## src/rtl/sram_2k8_access_ctrl.sv

```systemverilog
// ----------------------------------------------------------------------------
// sram_2k8_access_ctrl
//
// Access sequencer for one 2Kx8 static RAM. A single-cycle req from the host
// is turned into a CS_n / OE_n / W_n strobe sequence with programmable setup,
// pulse and hold lengths. Write data is driven onto the SRAM bus and read data
// is registered into rdata. Every output comes straight from a flop.
//
// Optional feature macro: SRAM_CTRL_WAIT_EN
//   defined     : sram_wait=1 on the edge that would end STROBE keeps STROBE
//                 active (counter frozen, strobe low, read capture deferred).
//   not defined : sram_wait is ignored; timing is fixed by the parameters.
//
// Ports
//   sysclk     in   1   system clock, rising edge
//   sys_rst_n  in   1   synchronous active-low reset
//   req        in   1   host request, sampled only while busy=0
//   we         in   1   1=write, 0=read (sampled with req)
//   addr       in   AW  host address (sampled with req)
//   wdata      in   DW  host write data (sampled with req)
//   busy       out  1   access in progress
//   ack        out  1   one-cycle completion pulse
//   rdata      out  DW  last read data, valid from ack
//   sram_a     out  AW  SRAM address
//   sram_cs_n  out  1   chip select, active low
//   sram_oe_n  out  1   output enable, active low
//   sram_w_n   out  1   write strobe, active low
//   sram_d_o   out  DW  write data to SRAM
//   sram_d_oe  out  1   1 = controller drives the data bus
//   sram_d_i   in   DW  read data from SRAM
//   sram_wait  in   1   strobe-stretch request
// ----------------------------------------------------------------------------
module sram_2k8_access_ctrl #(
    parameter int AW      = 11,
    parameter int DW      = 8,
    parameter int T_SETUP = 1,
    parameter int T_PULSE = 2,
    parameter int T_HOLD  = 1
) (
    input  logic          sysclk,
    input  logic          sys_rst_n,
    input  logic          req,
    input  logic          we,
    input  logic [AW-1:0] addr,
    input  logic [DW-1:0] wdata,
    output logic          busy,
    output logic          ack,
    output logic [DW-1:0] rdata,
    output logic [AW-1:0] sram_a,
    output logic          sram_cs_n,
    output logic          sram_oe_n,
    output logic          sram_w_n,
    output logic [DW-1:0] sram_d_o,
    output logic          sram_d_oe,
    input  logic [DW-1:0] sram_d_i,
    input  logic          sram_wait
);

    // state   | meaning
    // --------+--------------------------------------------------------------
    // IDLE    | waiting for req; cs_n high, bus released
    // SETUP   | cs_n low, address (and write data) settling before strobe
    // STROBE  | oe_n (read) or w_n (write) low
    // HOLD    | strobe released, cs_n/address/data held
    typedef enum logic [1:0] {
        IDLE   = 2'd0,
        SETUP  = 2'd1,
        STROBE = 2'd2,
        HOLD   = 2'd3
    } state_t;

    if (T_SETUP < 1 || T_PULSE < 1 || T_HOLD < 1) begin : g_bad_timing
        $error("sram_2k8_access_ctrl: T_SETUP, T_PULSE and T_HOLD must all be >= 1");
    end

    // Counter holds (phase length - 1) and counts down to zero.
    localparam int TMAX_SP = (T_SETUP > T_PULSE) ? T_SETUP : T_PULSE;
    localparam int TMAX    = (TMAX_SP > T_HOLD) ? TMAX_SP : T_HOLD;
    localparam int CW      = (TMAX > 1) ? $clog2(TMAX) : 1;

    localparam logic [CW-1:0] LD_SETUP = CW'(T_SETUP - 1);
    localparam logic [CW-1:0] LD_PULSE = CW'(T_PULSE - 1);
    localparam logic [CW-1:0] LD_HOLD  = CW'(T_HOLD - 1);

    state_t          r_state;
    logic [CW-1:0]   r_cnt;
    logic            r_we;
    logic            r_busy;
    logic            r_ack;
    logic [DW-1:0]   r_rdata;
    logic [AW-1:0]   r_a;
    logic            r_cs_n;
    logic            r_oe_n;
    logic            r_w_n;
    logic [DW-1:0]   r_d_o;
    logic            r_d_oe;

    state_t          w_state_nxt;
    logic [CW-1:0]   w_cnt_nxt;
    logic            w_we_nxt;
    logic            w_busy_nxt;
    logic            w_ack_nxt;
    logic [DW-1:0]   w_rdata_nxt;
    logic [AW-1:0]   w_a_nxt;
    logic            w_cs_n_nxt;
    logic            w_oe_n_nxt;
    logic            w_w_n_nxt;
    logic [DW-1:0]   w_d_o_nxt;
    logic            w_d_oe_nxt;
    logic            w_stall;

`ifdef SRAM_CTRL_WAIT_EN
    assign w_stall = sram_wait;
`else
    logic w_unused_wait;
    assign w_unused_wait = sram_wait;
    assign w_stall       = 1'b0;
`endif

    always_ff @(posedge sysclk) begin
        if (!sys_rst_n) begin
            r_state <= IDLE;
            r_cnt   <= '0;
            r_we    <= 1'b0;
            r_busy  <= 1'b0;
            r_ack   <= 1'b0;
            r_rdata <= '0;
            r_a     <= '0;
            r_cs_n  <= 1'b1;
            r_oe_n  <= 1'b1;
            r_w_n   <= 1'b1;
            r_d_o   <= '0;
            r_d_oe  <= 1'b0;
        end else begin
            r_state <= w_state_nxt;
            r_cnt   <= w_cnt_nxt;
            r_we    <= w_we_nxt;
            r_busy  <= w_busy_nxt;
            r_ack   <= w_ack_nxt;
            r_rdata <= w_rdata_nxt;
            r_a     <= w_a_nxt;
            r_cs_n  <= w_cs_n_nxt;
            r_oe_n  <= w_oe_n_nxt;
            r_w_n   <= w_w_n_nxt;
            r_d_o   <= w_d_o_nxt;
            r_d_oe  <= w_d_oe_nxt;
        end
    end

    // Computes the next value of every registered output, so strobes change
    // exactly on the edge where the state changes.
    always_comb begin
        w_state_nxt = r_state;
        w_cnt_nxt   = r_cnt;
        w_we_nxt    = r_we;
        w_busy_nxt  = r_busy;
        w_ack_nxt   = 1'b0;
        w_rdata_nxt = r_rdata;
        w_a_nxt     = r_a;
        w_cs_n_nxt  = r_cs_n;
        w_oe_n_nxt  = r_oe_n;
        w_w_n_nxt   = r_w_n;
        w_d_o_nxt   = r_d_o;
        w_d_oe_nxt  = r_d_oe;

        unique case (r_state)
            IDLE: begin
                if (req) begin
                    w_state_nxt = SETUP;
                    w_cnt_nxt   = LD_SETUP;
                    w_we_nxt    = we;
                    w_busy_nxt  = 1'b1;
                    w_a_nxt     = addr;
                    w_cs_n_nxt  = 1'b0;
                    w_oe_n_nxt  = 1'b1;
                    w_w_n_nxt   = 1'b1;
                    w_d_oe_nxt  = we;
                    if (we) begin
                        w_d_o_nxt = wdata;
                    end
                end
            end
            SETUP: begin
                if (r_cnt == '0) begin
                    w_state_nxt = STROBE;
                    w_cnt_nxt   = LD_PULSE;
                    w_oe_n_nxt  = r_we;
                    w_w_n_nxt   = !r_we;
                end else begin
                    w_cnt_nxt = r_cnt - CW'(1);
                end
            end
            STROBE: begin
                if (r_cnt != '0) begin
                    w_cnt_nxt = r_cnt - CW'(1);
                end else if (!w_stall) begin
                    // Read data is taken on the edge that releases oe_n.
                    w_state_nxt = HOLD;
                    w_cnt_nxt   = LD_HOLD;
                    w_oe_n_nxt  = 1'b1;
                    w_w_n_nxt   = 1'b1;
                    if (!r_we) begin
                        w_rdata_nxt = sram_d_i;
                    end
                end
            end
            HOLD: begin
                if (r_cnt == '0) begin
                    w_state_nxt = IDLE;
                    w_busy_nxt  = 1'b0;
                    w_ack_nxt   = 1'b1;
                    w_cs_n_nxt  = 1'b1;
                    w_d_oe_nxt  = 1'b0;
                end else begin
                    w_cnt_nxt = r_cnt - CW'(1);
                end
            end
            default: begin
                w_state_nxt = IDLE;
            end
        endcase
    end

    assign busy      = r_busy;
    assign ack       = r_ack;
    assign rdata     = r_rdata;
    assign sram_a    = r_a;
    assign sram_cs_n = r_cs_n;
    assign sram_oe_n = r_oe_n;
    assign sram_w_n  = r_w_n;
    assign sram_d_o  = r_d_o;
    assign sram_d_oe = r_d_oe;

endmodule
```

## config.mk

```make
export PLATFORM = sky130hd
export DESIGN_NAME = sram_2k8_access_ctrl
export DESIGN_NICKNAME = d
export VERILOG_FILES = /design/src/rtl/sram_2k8_access_ctrl.sv
export SDC_FILE = /design/constraint.sdc
export NUM_CORES = 1
export LEC_CHECK = 0
export ABC_AREA = 1
export BUFFER_PORTS_ARGS = -buffer_cell sky130_fd_sc_hd__buf_2
export CAP_MARGIN = 20
export CORE_UTILIZATION = 42
export DETAILED_ROUTE_END_ITERATION = 8
export PLACE_DENSITY_LB_ADDON = 0.2
export SYNTH_ARGS = -nofsm -noshare
export SYNTH_HDL_FRONTEND = slang
export SYNTH_SLANG_ARGS = --single-unit
export TNS_END_PERCENT = 20
```

## constraint.sdc

```tcl
create_clock -name sysclk -period 1.3 [get_ports sysclk]
set_input_delay 0.26 -clock sysclk [delete_from_list [all_inputs] [get_ports sysclk]]
set_output_delay 0.26 -clock sysclk [all_outputs]
set_load 0.02 [all_outputs]
```

==> results of run 1 <==
-- worst max-delay path by stage --
stage                from           to  slack (ps)  depth (start not counted)
4_1_cts        r_state[0]     sram_w_n          -8                          6
3_3_place_gp   r_state[1]   r_state[1]          -8                          8
5_1_grt        r_state[1]   r_state[1]          -6                          8
2_1_floorplan  r_state[0]    sram_a[0]          80                          7
3_5_place_dp   r_state[1]  sram_d_o[4]         -20                          8
6_report       r_state[0]     sram_w_n          80                          6
-- placed cells by master (no fill, tap or decap) --
cell / n
clkbuf_4: 5
nor3_1: 1
nand3_1: 7
nor2_4: 1
nand2_4: 1
nand2_1: 32
nand4_1: 1
dfxtp_1: 35
nor2_1: 46
dfxtp_2: 2
ha_4: 2
ha_2: 1
o21ai_0: 20
o21ai_1: 1
nor2_2: 1
nand3_2: 1
a211oi_1: 1
a21oi_1: 10
nand2_2: 4
inv_2: 5
buf_2: 63
clkbuf_8: 1
inv_1: 10
clkinv_8: 1
buf_4: 10
a21oi_2: 1
clkinv_4: 1
bufinv_16: 1
nand2_8: 1
nand3_4: 1
clkbuf_1: 1
ha_1: 2
-- kinds of logic (layout without fill, tap and decap cells) --
group | count (synthesis) | after routing | synth area share
flops | 37 | 37 | 0.4954
buf+inv | 23 | 98 | 0.07281
fa+ha+maj | 5 | 5 | 0.04184
simple gates | 96 | 97 | 0.2753
compound gates | 33 | 33 | 0.1146
-- repair_timing --
item                       CTS  global route
cloned                       0             1
buffers inserted             0             5
resized for setup            1            16
pin swaps                    0             2
setup endpoints to repair   14            30
-- per-layer routing --
layer,up-vias,global-route usage,share of wire
met5,-,0,0
met4,0,0.1048,0.023
met3,8,0.04832,0.063
met2,41,0.2888,0.46
met1,633,0.2159,0.45
li1,766,-,-
-- cell usage after synthesis --
master / number
a21oi_1: 10
o21ai_0: 21
nor2_2: 1
nand3_1: 8
nand2_1: 34
ha_1: 5
nand3_4: 1
a21oi_2: 1
inv_1: 13
buf_2: 2
nand4_1: 1
a211oi_1: 1
buf_4: 1
inv_4: 1
inv_2: 2
dfxtp_1: 37
clkbuf_2: 1
nand2_2: 2
nor2_1: 47
nand2_8: 1
nor3_1: 1
clkinv_8: 1
clkbuf_1: 2
-- power breakdown --
group	internal, mW	switching, mW	total (mW)	leakage [nW]
registers	1.46	0.170	1.63	0.305
logic	0.798	1.25	2.05	0.664
clock network	0.459	0.376	0.835	0.0455
-- registers in the layout, summed over array words and instances, names as in the netlist, 2 cells and up --
name,flops
r_state,2
sram_d_o,8
sram_a,11
rdata,8
-- critical path: stages (launching register included) --
cell	delay (ps)
dfxtp_2	350
buf_4	140
ha_1	210
inv_2	70
nand2_1	90
o21ai_0	170
nand3_1	100
-- final cells by class --
type	instances	area, um2
clock buffers	7	55.05
clock inverters	1	30.03
repair buffers	73	390.4
flip-flops and latches	37	743.2
inverters	17	81.33
well taps	46	57.56
fillers	340	1304
multi-input cells	135	701.9
-- per-stage QoR --
step / TNS, ps / util / area, um2 / power (mW) / std cells
2_1_floorplan: 0 / - / 1495 / 2.924 / 194
3_3_place_gp: -13.80 / 0.5577 / 1876 / 3.459 / 302
3_5_place_dp: -171.9 / 0.5577 / 1876 / 3.477 / 302
4_1_cts: -12.28 / 0.5833 / 1962 / 4.318 / 310
5_1_grt: -5.564 / 0.6124 / 2059 / 4.883 / 316
6_report: 0 / 0.6124 / 2059 / 4.514 / 316
==> flow_metrics.py, run 1 <==
metrics = {
    "status": {
        "status": "finished, final reports clean",
    },
    "critical_path": {
        "crit_fanout": 3,
        "worst-endpoint-arrival_ps": 1460,
        "rr_endpoint": "sram_w_n",
        "path_class": "flop to flop",
        "r2r-start": "r_state[0]",
        "start_kind": "flop",
        "crit_required_ps": 1530,
        "rrSetupSlack_ps": 80,
        "r2r_cells": 6,
        "end_kind": "flop",
    },
    "worst_hold_path": {
        "hp-start": "wdata[6]",
        "hold_end": "sram_d_o[6]",
        "hold_path_class": "primary input to flop",
        "hold-path-cell-count": 3,
    },
    "timing": {
        "whs_ps": 148.9,
        "finalHoldViolCount": 0,
        "timing.final.crit_share": 0.9392,
        "finClkSkew_ps": 3.798,
        "layout_min_cycle_time_ps": 1221,
        "maxSlewHeadroom": 0.7498,
        "max_freq_ghz": 0.8190,
        "setup_viol": 0,
        "finalMaxSlewViolations": 0,
        "worst_slack_ps": 79.06,
        "worstMarginPinSlew_ps": 374.9,
    },
    "clock_network": {
        "clk_pin_slew_ps": 110,
        "clkLatencyLatePin_ps": 340,
        "cts_buffer_depth": 2,
        "cts_tree": "yes",
        "cts_made_buffers": 5,
        "cts_root_buffer": "clkbuf_4",
        "clock-sinks": 37,
        "htreeDepth": 2,
        "hold_buffers": 0,
    },
    "logic_synthesis": {
        "synth-seq-cells": 37,
        "synth_top_cell_area_share": 0.4954,
        "synth_fp_nets": 231,
        "yosysWarnings": 0,
        "syn_inst": 194,
        "syn-cell-area_mm2": 0.001495,
        "yosysTopAreaCell": "dfxtp_1",
        "avgSynthCellArea_um2": 7.707,
        "synth_cell_types": 23,
        "synthTopCellsByArea": "dfxtp_1 (50%), nor2_1 (12%), nand2_1 (8.5%)",
        "ys_seq_area_frac": 0.4954,
    },
    "power": {
        "powerDensity_mw_per_mm2": 2192,
        "p_leak_nw": 1.014,
        "ir_worst_vdd_mv": 1.341,
    },
    "placement": {
        "gp_congestion": 0.8294,
        "place_hpwl_mm": 2.324,
        "pre_cts_ws_ps": -20.49,
        "portBuffers": 63,
    },
    "drt": {
        "initialDrtViolationCount": 52,
        "vias": 1448,
        "vias_per_cell": 4.582,
        "ant_nets": 0,
        "drtPass1Iterations": 4,
        "drc": 0,
        "wl_mm": 3.289,
        "wire_per_inst_um": 10.41,
    },
    "floorplanning": {
        "die-area_mm2": 0.003803,
        "coreArea_mm2": 0.003363,
        "die_x_um": 61.67,
        "ios": 65,
        "rows": 21,
        "die_y_um": 61.67,
        "initial_utilization": 0.4446,
    },
    "finish": {
        "syn2layout_area_growth_pct": 37.74,
        "antenna_cells": 0,
        "drive_gt1_frac": 0.3815,
        "nets": 306,
    },
    "global_route": {
        "track_usage": 0.1799,
        "grt_max_degree": 22,
        "grt_overflow": 0,
        "antenna_found_initial": 0,
        "grt_first_pass_wirelength_mm": 4.864,
        "first_global_vias": 1155,
    },
    "flow_run": {
        "max-cap-violations": 0,
    },
}
(Power assumes the default switching activity.)
==> run 2, diff against run 1 <==
--- a/config.mk
+++ b/config.mk
@@ -10,7 +10,7 @@
 export CAP_MARGIN = 20
 export CORE_UTILIZATION = 42
 export DETAILED_ROUTE_END_ITERATION = 8
-export PLACE_DENSITY_LB_ADDON = 0.2
+export PLACE_DENSITY_LB_ADDON = 0.3
 export SYNTH_ARGS = -nofsm -noshare
 export SYNTH_HDL_FRONTEND = slang
 export SYNTH_SLANG_ARGS = --single-unit
==> flow_metrics.py, run 2 (synthesized netlist as in run 1, its figures left out) <==
metrics = {
    "clock_network": {
        "clkLatencyLatePin_ps": 330,
        "htreeDepth": 2,
        "hold_buffers": 0,
        "clock-sinks": 37,
        "cts_made_buffers": 5,
        "cts_tree": "yes",
        "cts_root_buffer": "clkbuf_4",
        "cts_buffer_depth": 2,
        "clk_pin_slew_ps": 110,
    },
    "placement": {
        "place_hpwl_mm": 2.264,
        "portBuffers": 63,
        "gp_congestion": 0.7938,
        "placed_area_mm2": 0.001876,
        "pre_cts_ws_ps": -72.16,
        "placed_cells": 302,
    },
    "flow_run": {
        "max-cap-violations": 0,
    },
    "drt": {
        "vias_per_cell": 4.490,
        "wl_mm": 3.099,
        "ant_nets": 0,
        "initialDrtViolationCount": 140,
        "drtPass1Iterations": 4,
        "vias": 1392,
        "drc": 0,
        "wire_per_inst_um": 9.997,
    },
    "worst_hold_path": {
        "hold_path_class": "primary input to flop",
        "hold-path-cell-count": 3,
        "hp-start": "wdata[5]",
    },
    "global_route": {
        "grt_overflow": 0,
        "grt_first_pass_wirelength_mm": 4.685,
        "first_global_vias": 1133,
        "grt_max_degree": 14,
        "antenna_found_initial": 0,
        "track_usage": 0.1680,
    },
    "floorplanning": {
        "rows": 21,
        "initial_utilization": 0.4446,
        "die-area_mm2": 0.003803,
        "ios": 65,
        "coreArea_mm2": 0.003363,
        "die_x_um": 61.67,
        "die_y_um": 61.67,
    },
    "power": {
        "ir_worst_vdd_mv": 0.9391,
        "power.total_mw": 4.171,
        "p_leak_nw": 0.9770,
        "powerDensity_mw_per_mm2": 2096,
    },
    "timing": {
        "setup_viol": 0,
        "worstMarginPinSlew_ps": 390.4,
        "rsz0062_at_grt": "true",
        "timing.final.crit_share": 0.9328,
        "tns_ps": 0,
        "layout_min_cycle_time_ps": 1213,
        "max_freq_ghz": 0.8247,
        "maxSlewHeadroom": 0.7394,
        "finClkSkew_ps": 8.833,
        "finalHoldViolCount": 0,
        "worst_slack_ps": 87.40,
        "whs_ps": 162.3,
        "finalMaxSlewViolations": 0,
    },
    "finish": {
        "syn2layout_area_growth_pct": 33.05,
        "largest_reg_flops": 11,
        "nFillCells": 332,
        "final_common_cell": "buf_2",
        "drive_gt1_frac": 0.3598,
        "antenna_cells": 0,
        "layout_common_cells": "buf_2 (63), nor2_1 (47), dfxtp_1 (35)",
        "utilization": 0.5915,
        "stdcell_area_mm2": 0.001989,
        "final_cells": 310,
        "nets": 301,
    },
    "critical_path": {
        "path_class": "flop to flop",
        "cpPeakStageDelay_ps": 340,
        "crit_fanout": 4,
        "r2r-start": "r_state[1]",
        "crit_required_ps": 1530,
        "r2r_cells": 8,
        "start_kind": "flop",
        "slowest_stage": "dfxtp_2",
        "worst-endpoint-arrival_ps": 1440,
        "crit_path_cell_trace": "buf_4 -> ha_1 -> inv_1 -> nand2_1 -> nand3_2 -> nand2_1 -> nand2_1 -> nor2_1",
        "critPathMostFrequentCell": "nand2_1",
        "end_kind": "flop",
        "crit_path_start": "r_state[1]",
    },
    "status": {
        "status": "finished, final reports clean",
    },
}
==> run 2: path summary, 6_finish.rpt <==
path	end	slack (ps)
hold reg to reg	sram_cs_n	470
hold / removal	sram_d_o[5]	160
setup reg to reg	busy	90
setup / recovery	busy	90
==> run 2: timing repair <==
item                       in CTS  in global routing
resized for setup               4                 16
pin swaps                       0                  1
buffers inserted                1                  0
setup endpoints to repair      16                 32
==> run 2: routing by layer <==
layer / up-vias / GRT usage / part of all wire
met2: 38 / 0.2888 / 0.46
met5: - / 0 / 0
met1: 595 / 0.1913 / 0.45
met3: 6 / 0.06303 / 0.075
li1: 753 / - / -
met4: 0 / 0.05714 / 0.013
==> run 2: area by class of cell <==
class | count | area, um2 | share of cell area
clock buffers | 7 | 55.05 | 0.02767
inverters | 17 | 81.33 | 0.04088
multi-input cells | 134 | 689.4 | 0.3465
flip-flops and latches | 37 | 745.7 | 0.3748
repair buffers | 69 | 360.3 | 0.1811
well taps | 46 | 57.56 | 0.02893
==> run 2: power by group <==
group / leakage [nW] / total, mW / internal (mW) / switching (mW)
combinational: 0.641 / 1.93 / 0.723 / 1.20
clock: 0.0314 / 0.600 / 0.255 / 0.344
sequential: 0.305 / 1.64 / 1.47 / 0.175
total: 0.977 / 4.17 / 2.45 / 1.72
==> run 2: critical path, delay by kind of cell (launching register included) <==
family / cells / cell delay, ps
adders and majority gates: 1 / 200
and+or+nand+nor: 5 / 320
buffers and inverters: 2 / 230
DFF: 1 / 340
==> run 3, diff against run 2 <==
--- a/config.mk
+++ b/config.mk
@@ -7,7 +7,6 @@
 export LEC_CHECK = 0
 export ABC_AREA = 1
 export BUFFER_PORTS_ARGS = -buffer_cell sky130_fd_sc_hd__buf_2
-export CAP_MARGIN = 20
 export CORE_UTILIZATION = 42
 export DETAILED_ROUTE_END_ITERATION = 8
 export PLACE_DENSITY_LB_ADDON = 0.3
==> constraint.sdc (replaced) <==
create_clock -name sysclk -period 1.3 [get_ports sysclk]
set_input_delay 0.13 -clock sysclk [delete_from_list [all_inputs] [get_ports sysclk]]
set_output_delay 0.13 -clock sysclk [all_outputs]
set_load 0.02 [all_outputs]
==> flow_metrics.py, run 3 (synthesized netlist as in run 1, its figures left out) <==
metrics = {
    "drt": {
        "ant_nets": 0,
        "vias": 1410,
        "drc": 0,
        "vias_per_cell": 4.519,
        "initialDrtViolationCount": 94,
        "wl_mm": 3.221,
        "drtPass1Iterations": 4,
        "wire_per_inst_um": 10.32,
    },
    "timing": {
        "finalMaxSlewViolations": 0,
        "finClkSkew_ps": 9.641,
        "worstMarginPinSlew_ps": 396.6,
        "max_freq_ghz": 0.8141,
        "rsz0062_at_grt": "true",
        "layout_min_cycle_time_ps": 1228,
        "setup_viol": 0,
        "tns_ps": 0,
        "whs_ps": 36.71,
        "finalHoldViolCount": 0,
        "maxSlewHeadroom": 0.7353,
        "timing.final.crit_share": 0.9449,
    },
    "clock_network": {
        "htreeDepth": 2,
        "clkLatencyLatePin_ps": 330,
        "clk_pin_slew_ps": 100,
        "clock-sinks": 37,
        "cts_made_buffers": 5,
        "cts_buffer_depth": 2,
        "cts_root_buffer": "clkbuf_4",
        "cts_tree": "yes",
        "hold_buffers": 0,
    },
    "finish": {
        "nFillCells": 342,
        "largest_reg_flops": 11,
        "antenna_cells": 0,
        "final_common_cell": "buf_2",
        "layout_common_cells": "buf_2 (63), nor2_1 (45), dfxtp_1 (35)",
        "drive_gt1_frac": 0.3797,
        "nets": 303,
        "syn2layout_area_growth_pct": 34.81,
    },
    "critical_path": {
        "start_kind": "flop",
        "rrSetupSlack_ps": 70,
        "crit_path_start": "r_state[0]",
        "crit_fanout": 4,
        "worst-endpoint-arrival_ps": 1470,
        "rr_endpoint": "r_state[0]",
        "path_class": "flop to flop",
        "r2r_cells": 8,
        "r2r-start": "r_state[0]",
        "end_kind": "flop",
        "crit_required_ps": 1540,
    },
    "worst_hold_path": {
        "hold_end": "sram_d_o[1]",
        "hold-path-cell-count": 3,
        "hp-start": "wdata[1]",
        "hold_path_class": "primary input to flop",
    },
    "placement": {
        "place_hpwl_mm": 2.272,
        "portBuffers": 63,
        "gp_congestion": 0.7314,
    },
    "global_route": {
        "grt_overflow": 0,
        "antenna_found_initial": 0,
        "grt_max_degree": 26,
        "grt_first_pass_wirelength_mm": 4.623,
        "track_usage": 0.1670,
        "first_global_vias": 1113,
    },
    "status": {
        "status": "finished, final reports clean",
    },
    "floorplanning": {
        "coreArea_mm2": 0.003363,
        "initial_utilization": 0.4446,
        "die_y_um": 61.67,
        "die-area_mm2": 0.003803,
        "ios": 65,
        "die_x_um": 61.67,
        "rows": 21,
    },
    "power": {
        "ir_worst_vdd_mv": 0.8584,
        "power.total_mw": 4.262,
        "p_leak_nw": 0.9810,
        "powerDensity_mw_per_mm2": 2115,
    },
    "flow_run": {
        "max-cap-violations": 0,
    },
}
-- run 3: changes by cell type in the layout (fill, tap and decap cells not counted), sizes merged --
cell / previous run / this run
buf: 69 / 71
inv: 16 / 15
clkinv: 1 / 2
-- run 3: worst max path at each step --
stage	cells after the start	slack, ps	endpoint
after floorplan	7	80	sram_a[0]
after global placement	8	-2	r_state[0]
after detailed placement	6	-50	sram_w_n
after CTS	7	5	r_state[1]
after global routing	8	-40	r_state[0]
final	8	70	r_state[0]
-- run 3: cell type report --
type                    count  area (um2)  area share
well taps                  46       57.56     0.02855
inverters                  17       81.33     0.04035
clock buffers               7       55.05     0.02731
flip-flops and latches     37       745.7      0.3700
multi-input cells         134       700.7      0.3476
repair buffers             71       375.4      0.1862
-- run 3: through the flow --
| step | cells | util | setup slack (ps) | area, um2 |
|---|---|---|---|---|
| floorplan | 194 | - | 78.91 | 1495 |
| global placement | 302 | 0.5577 | -1.878 | 1876 |
| detailed placement | 302 | 0.5577 | -52.25 | 1876 |
| CTS | 309 | 0.5748 | 4.615 | 1933 |
| global route | 312 | 0.5993 | -40.81 | 2016 |
| finish | 312 | 0.5993 | 71.64 | 2016 |
-- run 3: layer usage --
| metal | track usage | part of all wire | wire length, um |
|---|---|---|---|
| met1 | 0.2036 | 0.44 | 1409 |
| met2 | 0.2719 | 0.49 | 1563 |
| met3 | 0.06723 | 0.068 | 220 |
| met4 | 0.04762 | 0.0087 | 28 |
| met5 | 0 | 0 | 0 |
-- run 3: repair_timing --
action	CTS	global route
setup endpoints to repair	19	29
cloned	0	0
pin swaps	0	2
gates resized for setup	2	20
setup buffers	0	3
-- run 3: worst max-delay path: stages, from the launching register on --
cell	delay (ps)
dfxtp_2	370
inv_2	70
ha_4	170
inv_1	130
nor2_2	60
nor2_4	130
nand3_1	90
nand2_1	70
nor2_1	40
-- run 3: power breakdown --
group	internal (mW)	switching [mW]
clock	0.255	0.336
combinational	0.782	1.24
sequential	1.47	0.179
total	2.50	1.76
